## src/rtl/simmem_pkg.sv

```systemverilog
// Shared request types for the simulated-memory model.
package simmem_pkg;

    localparam int unsigned BurstLenW = 8;

    typedef struct packed {
        logic [3:0]           id;
        logic [15:0]          addr;
        logic [BurstLenW-1:0] burst_len;
    } waddr_t;

    typedef struct packed {
        logic [3:0]           id;
        logic [15:0]          addr;
        logic [BurstLenW-1:0] burst_len;
    } raddr_t;

endpackage

```

## src/rtl/simmem_wreq_arbiter.sv

```systemverilog
// Round-robin merge of per-port AW/W/AR streams onto the delay calculator input.
// An order FIFO of granted write bursts steers identifier-less W beats in AW grant order.
module simmem_wreq_arbiter #(
    parameter int unsigned NumPorts   = 2,
    parameter int unsigned OrderDepth = 4,
    localparam int unsigned PortW     = $clog2(NumPorts)
) (
    input  logic                                  clk_i,
    input  logic                                  rst_ni,
    input  simmem_pkg::waddr_t [NumPorts-1:0]     waddr_i,
    input  logic [NumPorts-1:0]                   waddr_valid_i,
    output logic [NumPorts-1:0]                   waddr_ready_o,
    input  logic [NumPorts-1:0]                   wdata_valid_i,
    output logic [NumPorts-1:0]                   wdata_ready_o,
    input  simmem_pkg::raddr_t [NumPorts-1:0]     raddr_i,
    input  logic [NumPorts-1:0]                   raddr_valid_i,
    output logic [NumPorts-1:0]                   raddr_ready_o,
    output simmem_pkg::waddr_t                    waddr_o,
    output logic                                  waddr_valid_o,
    input  logic                                  waddr_ready_i,
    output logic [PortW-1:0]                      waddr_port_o,
    output logic                                  wdata_valid_o,
    input  logic                                  wdata_ready_i,
    output simmem_pkg::raddr_t                    raddr_o,
    output logic                                  raddr_valid_o,
    input  logic                                  raddr_ready_i,
    output logic [PortW-1:0]                      raddr_port_o
);

    localparam int unsigned LenW  = simmem_pkg::BurstLenW;
    localparam int unsigned AddrW = $clog2(OrderDepth);

    typedef struct packed {
        logic [PortW-1:0] port;
        logic [LenW-1:0]  len;
    } order_t;

    // Returns {found, index} of the first valid port at or after ptr, with wrap.
    function automatic logic [PortW:0] rr_pick(input logic [NumPorts-1:0] valid,
                                               input logic [PortW-1:0]    ptr);
        logic [PortW:0] res;
        int             j;
        res = '0;
        for (int i = int'(NumPorts) - 1; i >= 0; i--) begin
            j = int'(ptr) + i;
            if (j >= int'(NumPorts)) j = j - int'(NumPorts);
            if (valid[PortW'(j)]) res = {1'b1, PortW'(j)};
        end
        return res;
    endfunction

    logic [PortW-1:0]               wptr_q, wptr_d, rptr_q, rptr_d;
    logic                           wlock_q, wlock_d, rlock_q, rlock_d;
    logic [PortW-1:0]               wlock_port_q, wlock_port_d, rlock_port_q, rlock_port_d;
    logic [AddrW:0]                 wr_ptr_q, wr_ptr_d, rd_ptr_q, rd_ptr_d;
    order_t [OrderDepth-1:0]        mem_q, mem_d;
    logic [LenW-1:0]                beat_cnt_q, beat_cnt_d;

    logic [PortW:0]                 wpick, rpick;
    logic                           w_found, r_found, w_elig;
    logic [PortW-1:0]               w_cand, r_cand;
    logic                           fifo_full, fifo_empty;
    logic                           aw_hs, ar_hs, w_hs, push, pop;
    order_t                         head;

    // Handshakes: a transfer happens in the cycle where valid and ready are both high;
    // a raised valid keeps its payload until that cycle, which the grant locks rely on.
    always_comb begin
        fifo_full  = (wr_ptr_q[AddrW] != rd_ptr_q[AddrW]) &&
                     (wr_ptr_q[AddrW-1:0] == rd_ptr_q[AddrW-1:0]);
        fifo_empty = (wr_ptr_q == rd_ptr_q);
        head       = mem_q[rd_ptr_q[AddrW-1:0]];

        wpick = rr_pick(waddr_valid_i, wptr_q);
        rpick = rr_pick(raddr_valid_i, rptr_q);
        if (wlock_q) begin
            w_cand  = wlock_port_q;
            w_found = waddr_valid_i[wlock_port_q];
        end else begin
            w_cand  = wpick[PortW-1:0];
            w_found = wpick[PortW];
        end
        if (rlock_q) begin
            r_cand  = rlock_port_q;
            r_found = raddr_valid_i[rlock_port_q];
        end else begin
            r_cand  = rpick[PortW-1:0];
            r_found = rpick[PortW];
        end

        w_elig        = !fifo_full;
        waddr_valid_o = w_found && w_elig;
        waddr_o       = w_found ? waddr_i[w_cand] : '0;
        waddr_port_o  = w_found ? w_cand : '0;
        raddr_valid_o = r_found;
        raddr_o       = r_found ? raddr_i[r_cand] : '0;
        raddr_port_o  = r_found ? r_cand : '0;

        wdata_valid_o = !fifo_empty && wdata_valid_i[head.port];
        waddr_ready_o = '0;
        raddr_ready_o = '0;
        wdata_ready_o = '0;
        for (int p = 0; p < int'(NumPorts); p++) begin
            waddr_ready_o[p] = waddr_ready_i && w_elig && w_found && (w_cand == PortW'(p));
            raddr_ready_o[p] = raddr_ready_i && r_found && (r_cand == PortW'(p));
            wdata_ready_o[p] = wdata_ready_i && !fifo_empty && (head.port == PortW'(p));
        end

        aw_hs = waddr_valid_o && waddr_ready_i;
        ar_hs = raddr_valid_o && raddr_ready_i;
        w_hs  = wdata_valid_o && wdata_ready_i;
        // Zero-length bursts carry no W beats, so they never occupy an order slot.
        push  = aw_hs && (waddr_o.burst_len != '0);
        pop   = w_hs && ((beat_cnt_q + LenW'(1)) == head.len);
    end

    always_comb begin
        wptr_d       = wptr_q;
        rptr_d       = rptr_q;
        wlock_d      = waddr_valid_o && !waddr_ready_i;
        wlock_port_d = w_cand;
        rlock_d      = raddr_valid_o && !raddr_ready_i;
        rlock_port_d = r_cand;
        if (aw_hs) wptr_d = (w_cand == PortW'(NumPorts - 1)) ? '0 : w_cand + PortW'(1);
        if (ar_hs) rptr_d = (r_cand == PortW'(NumPorts - 1)) ? '0 : r_cand + PortW'(1);

        mem_d = mem_q;
        if (push) mem_d[wr_ptr_q[AddrW-1:0]] = '{port: w_cand, len: waddr_o.burst_len};
        wr_ptr_d = wr_ptr_q + (AddrW+1)'(push);
        rd_ptr_d = rd_ptr_q + (AddrW+1)'(pop);

        beat_cnt_d = beat_cnt_q;
        if (pop)       beat_cnt_d = '0;
        else if (w_hs) beat_cnt_d = beat_cnt_q + LenW'(1);
    end

    always_ff @(posedge clk_i or negedge rst_ni) begin
        if (!rst_ni) begin
            wptr_q       <= '0;
            rptr_q       <= '0;
            wlock_q      <= 1'b0;
            rlock_q      <= 1'b0;
            wlock_port_q <= '0;
            rlock_port_q <= '0;
            wr_ptr_q     <= '0;
            rd_ptr_q     <= '0;
            mem_q        <= '0;
            beat_cnt_q   <= '0;
        end else begin
            wptr_q       <= wptr_d;
            rptr_q       <= rptr_d;
            wlock_q      <= wlock_d;
            rlock_q      <= rlock_d;
            wlock_port_q <= wlock_port_d;
            rlock_port_q <= rlock_port_d;
            wr_ptr_q     <= wr_ptr_d;
            rd_ptr_q     <= rd_ptr_d;
            mem_q        <= mem_d;
            beat_cnt_q   <= beat_cnt_d;
        end
    end

endmodule

```

## config.mk

```make
export PLATFORM = sky130hd
export DESIGN_NAME = simmem_wreq_arbiter
export DESIGN_NICKNAME = d
export VERILOG_FILES = /design/src/rtl/simmem_pkg.sv /design/src/rtl/simmem_wreq_arbiter.sv
export SDC_FILE = /design/constraint.sdc
export NUM_CORES = 1
export LEC_CHECK = 0
export CAP_MARGIN = 20
export CELL_PAD_IN_SITES_DETAIL_PLACEMENT = 1
export CELL_PAD_IN_SITES_GLOBAL_PLACEMENT = 1
export CORE_UTILIZATION = 26
export DETAILED_ROUTE_END_ITERATION = 8
export PLACE_DENSITY_LB_ADDON = 0.1
export SLEW_MARGIN = 5
export SYNTH_ARGS = -nofsm -noshare
export SYNTH_HDL_FRONTEND = slang
export SYNTH_SLANG_ARGS = --single-unit
```

## constraint.sdc

```tcl
create_clock -name clk_i -period 2.41 [get_ports clk_i]
set_input_delay 0.6025 -clock clk_i [delete_from_list [all_inputs] [get_ports clk_i]]
set_output_delay 0.6025 -clock clk_i [all_outputs]
set_load 0.05 [all_outputs]
```

Word-level counts from Yosys, hierarchy flattened
Cells that the tools add are included.
W data, S select, Z words.
{"block": "op_classes", "addsub": 11, "n_eq_ne": 4, "mux": 43, "n_reduce_logical": 26, "magnitude_cmp": 16, "bitwise_logic": 3}
{"op": "$mux W28", "count": 6}
{"op": "$bwmux W36", "count": 1}
{"op": "$mux W1", "count": 26}
{"op": "$logic_and A1 B1 Y1", "count": 20}
{"op": "$bmux W9 S2", "count": 1}
{"op": "$demux W9 S2", "count": 1}
{"op": "$mux W9", "count": 2}
{"op": "$mux W8", "count": 2}
{"op": "$lt A1 B3 Y1 const B", "count": 4}
{"op": "$lt A1 B2 Y1 const B", "count": 5}
{"op": "$add A8 B1 Y8 const B", "count": 1}
{"op": "$eq A8 B8 Y1", "count": 1}
{"op": "$mux W2", "count": 4}
{"op": "$reduce_bool A8 Y1", "count": 1}
{"op": "$add A3 B1 Y3", "count": 2}
{"op": "$lt A2 B3 Y1 const B", "count": 2}
{"op": "$add A1 B1 Y2 const B", "count": 2}
{"op": "$ge A1 B2 Y1 const B", "count": 2}
{"op": "$ge A2 B2 Y1 const B", "count": 2}
{"op": "$logic_not A1 Y1", "count": 4}
{"op": "$sub A1 B1 Y1 const B", "count": 4}
{"op": "$eq A3 B3 Y1", "count": 1}
{"op": "$not A1 Y1", "count": 3}
{"op": "$add A1 B1 Y1 const B", "count": 2}
{"op": "4 further kinds", "count": 4}
{"block": "totals", "ff_bits": 56, "inputBits": 123, "wordCells": 120, "output_inout_bits": 67}

Longest topological paths before layout
{"block": "logic_depth", "ltp_word": 15, "mapped_depth": 12, "mapped_depth_nobuf": 10}

Worst setup path after synthesis
OpenSTA, ideal clock, no wires.
{"block": "synth_timing", "path_type": "in2out", "from": "input port waddr_valid_i[0]", "to": "output port waddr_o[10] (netlist name)", "path_buffers": 3, "t_required_ns": 1.808, "path_slack_ns": -0.752, "arrival_time_ns": 2.559, "path_stages": 8, "path_cell_list": "nand3b_1 and2_1 clkbuf_1 inv_1 clkbuf_1 clkbuf_1 nand2_1 a21oi_1"}
{"item": "start, declared", "line": "simmem_wreq_arbiter.sv:11", "rtl": "input logic [NumPorts-1:0] waddr_valid_i,"}
{"item": "end, declared", "line": "simmem_wreq_arbiter.sv:18", "rtl": "output simmem_pkg::waddr_t waddr_o,"}

Worst setup path in the final report
{"block": "layout_timing", "from": "register rd_ptr_q[0]", "to": "register mem_q[2] (netlist name)"}
{"block": "layout_via", "elab_chain_len": 6}
{"item": "start, declared", "line": "simmem_wreq_arbiter.sv:55", "rtl": "logic [AddrW:0] wr_ptr_q, wr_ptr_d, rd_ptr_q, rd_ptr_d;"}
{"item": "start signal, assigned", "line": "simmem_wreq_arbiter.sv:157", "rtl": "rd_ptr_q <= rd_ptr_d;"}
{"item": "$eq A2 B2 Y1", "line": "simmem_wreq_arbiter.sv:70", "rtl": "(wr_ptr_q[AddrW-1:0] == rd_ptr_q[AddrW-1:0]);"}
{"item": "$logic_and A1 B1 Y1", "line": "simmem_wreq_arbiter.sv:69", "rtl": "fifo_full = (wr_ptr_q[AddrW] != rd_ptr_q[AddrW]) &&"}
{"item": "$logic_not A1 Y1", "line": "simmem_wreq_arbiter.sv:91", "rtl": "w_elig = !fifo_full;"}
{"item": "$logic_and A1 B1 Y1", "line": "simmem_wreq_arbiter.sv:92", "rtl": "waddr_valid_o = w_found && w_elig;"}
{"item": "$logic_and A1 B1 Y1", "line": "simmem_wreq_arbiter.sv:109", "rtl": "aw_hs = waddr_valid_o && waddr_ready_i;"}
{"item": "$logic_and A1 B1 Y1", "line": "simmem_wreq_arbiter.sv:113", "rtl": "push = aw_hs && (waddr_o.burst_len != '0);"}
{"item": "end signal, assigned", "line": "simmem_wreq_arbiter.sv:158", "rtl": "mem_q <= mem_d;"}
{"item": "end, declared", "line": "simmem_wreq_arbiter.sv:56", "rtl": "order_t [OrderDepth-1:0] mem_q, mem_d;"}
No other way between the ends.
A chain may end at the register's enable or synchronous reset.

==> reports/results.tsv <==
stage	metric	value	unit
worst_setup_path	Crit. End Element	flop	
yosys	Post-synth EDFFs	0	
grt	pin count of the biggest net entering global routing	57	
yosys	syn_nets	560	
die	Die Footprint	14800	um2
sta	Worst-Margin Slew	0.737	ns
power	Sw Ratio	43.0	%
power	Reg power frac	21.6	%
yosys	Main synth FF type	dfrtp_1	
sta	fin crit share	113	%
yosys	sequential fraction of the synthesis area	37.7	%
route	WL/cell	18.1	um
yosys	Syn Area/Cell	8.61	um2
yosys	asr flop ratio synth	100	%
outcome	violated checks	setup timing	
finish	fillers	1482	
outcome	run status	finished with violations	
yosys	cell area after synthesis	3720	um2
cts	clk sink count	56	
route	vias per inst	4.81	
worst_setup_path	CP required	2.59	ns
yosys	Seq cells post-synth	56	
route	starting DRC count in detailed routing	86	
yosys	Synth cell types	44	
worst_setup_path	CP top delay family	simple AND/OR/NAND/NOR gates	
sta	WHS	0.448	ns
power	VDD IR max	421	uV
worst_setup_path	critical path class	flop to flop	
worst_setup_path	Worst path most repeated cell	buf_6	
grt	initial antenna violation count	0	
route	DR pass1 iterations	4	
grt	GRT met2 Usage	41.5	%
cts	CTS tree	yes	
cts	Clock transition at path regs	0.07	ns
placed_design	RePlAce Congestion	0.802	
worst_setup_path	slowest stage cell, crit path	dfrtp_2	
cts	Max clock buf depth	2	
finish	share of cells above drive strength 1	50.9	%
worst_setup_path	Worst path max stage delay	0.46	ns
cts	root buf cell	clkbuf_16	
worst_setup_path	Critical Path AT	2.89	ns
grt	GRT Residual Overflow	0	
power	PD cells	898	nW/um2
die	Die X	122	um
route	drt drc	0	
worst_setup_path	CP Max Fanout	5	
placed_design	dpl hpwl	11500	um
power	Pleak	3.45	nW
sta	final worst setup slack	-0.303	ns
sta	Final setup violation count	52	
die	Core Area	13900	um2
power	Clk pwr share	10.2	%
power	internal power	0.00415	W
cts	clk_lat worst skew	0.30	ns
worst_setup_path	CP cell instances	buf_6 > xnor2_4 > and3_4 > or3b_4 > buf_6 > a311oi_4 > nor3b_4 > buf_6 > mux2_4	
grt	vias in the first global route	4622	
die	Initial Util	26.7	%
power	Gate power share	68.1	%
grt	All-Layer GR Usage	21.4	%
worst_setup_path	reg2reg setup slack	-0.30	ns
sta	RSZ-0062 raised after global routing	yes	
cts	TritonCTS buffer count	5	
power	power after layout	0.00728	W
die	num rows	43	
sta	Setup Skew	0.00856	ns
sta	max_slew headroom	50.9	%
route	total number of vias	4255	
die	Boundary Pins	190	
cts	H-tree levels	2	
sta	Tmin final	2.71	ns
grt	met3 usage in global routing	4.68	%
sta	Slew Limit Fails	0	
grt	gr busiest metal	met2	
placed_design	Buffers on Ports	189	
grt	GRT met1 Usage	23.2	%
finish	Area Overhead vs Synth	118	%
die	die height	122	um
route	WL final	16100	um
finish	Antenna diodes	0	
hold_path	min-delay worst type	primary input to async pin	
power	Net Sw Power	0.00313	W
worst_setup_path	Worst Setup Start Kind	flop	
sta	Peak Freq	369	MHz
flow_run	total of max-cap violations	0	
yosys	YS warnings	0	
yosys	Post-Syn Instances	432	
route	post-route ant nets	0	
finish	Final #Nets	832	
placed_design	Place WS	-0.525	ns
sta	hold violation count in the final report	0	
grt	first-pass GRT wire length	24400	um
worst_setup_path	Worst Path Buf+Inv	3	
==> power by group through the flow <==
stage          logic [W]  registers, W  clock network [W]
2_1_floorplan    0.00251       0.00148                  0
3_3_place_gp     0.00382       0.00152                  0
3_5_place_dp     0.00392       0.00154                  0
4_1_cts          0.00452       0.00154           0.000760
5_1_grt          0.00527       0.00162           0.000791
6_report         0.00496       0.00158           0.000744
==> metal layers <==
metal,part of all wire [%],up-vias
met1,38,2100
met5,0,-
li1,-,2026
met4,1.5,0
met3,5.2,14
met2,56,115
==> Yosys cell counts, types with 3 or more instances <==
library cell  number  area [um2]
and3_1             5        31.3
mux2_2            19         214
nand2_1          123         462
buf_2              3        15.0
nor2_1            20        75.1
dfrtp_1           56        1400
nor4_1             5        31.3
a21oi_1           63         315
xor2_1             7        61.3
ha_1               5        62.6
mux4_2             5         113
a21o_1             8        60.1
mux2i_1            8        80.1
clkbuf_1          21        78.8
or3_1              4        25.0
buf_4              3        22.5
mux2_1            16         180
o21bai_1           3        22.5
o21ai_0            7        35.0
nor3_1             3        15.0
xnor2_1            8        70.1
inv_1              8        30.0
==> kinds of logic (layout without fill, tap and decap cells) <==
group                      count (synthesis)  in the layout  synth area share, %
and+or+nand+nor                          179            179                 21.6
AOI/OAI and AO/OA                         88             88                 13.7
DFF                                       56             56                 37.7
muxes                                     49             49                 16.5
buffers and inverters                     39            312                 4.74
xor gates and xnor gates                  16             16                 4.14
adders and majority gates                  5              5                 1.68
==> metrics by stage <==
step	setup TNS, ns	utilization [%]	cell area [um2]	std cells
after floorplan	-0.909	-	4370	432
after global placement	-34.49	49.2	6860	843
after detailed placement	-40.72	49.2	6860	843
after CTS	-9.65	55.1	7680	873
after global routing	-15.28	58.2	8110	885
final	-10.29	58.2	8110	885
==> area by class of cell <==
cell class	instances	area, um2	area share [%]
clock buffers	8	146	1.81
inverters	8	37.5	0.463
multi-input cells	337	3220	39.7
flip-flops and latches	56	1400	17.3
well taps	180	225	2.78
repair buffers	296	3070	37.9
==> timing repair <==
| item | CTS | global route |
|---|---|---|
| hold buffers | 0 | 0 |
| pin swaps | 12 | 20 |
| cloned | 5 | 3 |
| gates resized for setup | 129 | 75 |
| setup endpoints to repair | 102 | 99 |
| buffers inserted | 17 | 11 |
==> registers in the layout, summed over array words and instances, names as in the netlist <==
name / cells
mem_q: 36
rd_ptr_q: 3
rptr_q: 1
rlock_port_q: 1
wlock_port_q: 1
rlock_q: 1
wr_ptr_q: 3
beat_cnt_q: 8
wptr_q: 1
wlock_q: 1
==> cells in the final DEF (no fill, tap or decap), drive strengths merged <==
| cell | synthesis | layout |
|---|---|---|
| buf | 10 | 175 |
| nand2 | 123 | 123 |
| clkdlybuf4s50 | 0 | 117 |
| a21oi | 63 | 63 |
| dfrtp | 56 | 56 |
| mux2 | 35 | 35 |
| nor2 | 20 | 20 |
| clkbuf | 21 | 10 |
| a21o | 8 | 8 |
| xnor2 | 8 | 8 |
| mux2i | 8 | 8 |
| inv | 8 | 8 |
| xor2 | 7 | 7 |
| o21ai | 7 | 7 |
| mux4 | 6 | 6 |
| nor4 | 5 | 5 |
| ha | 5 | 5 |
| and3 | 5 | 5 |
| or3 | 4 | 4 |
| nor4b | 4 | 4 |
| nor3 | 3 | 3 |
| o21bai | 3 | 3 |
| nand3 | 3 | 3 |
| nand3b | 2 | 2 |
| and2 | 2 | 2 |
| o311ai | 2 | 2 |
| nor3b | 2 | 2 |
| a311oi | 2 | 2 |
| or2 | 2 | 2 |
| nor2b | 2 | 2 |
| or3b | 1 | 1 |
| xnor3 | 1 | 1 |
| o2111ai | 1 | 1 |
| nand4 | 1 | 1 |
| o21a | 1 | 1 |
| o31ai | 1 | 1 |
| dlygate4sd2 | 0 | 1 |
| dlymetal6s2s | 0 | 1 |
==> path summary, 6_finish.rpt <==
check	start	end	depth (start not counted)
setup / recovery	rd_ptr_q[0]	mem_q[2]	9
hold / removal	rst_ni	wr_ptr_q[2]	2
setup reg to reg	rd_ptr_q[0]	mem_q[2]	9
hold reg to reg	rptr_q	rptr_q	1
max in group asynchronous	rst_ni	rd_ptr_q[1]	2
min in group clk_i	rptr_q	rptr_q	1
No activity file was read; power rests on OpenSTA's default activity.
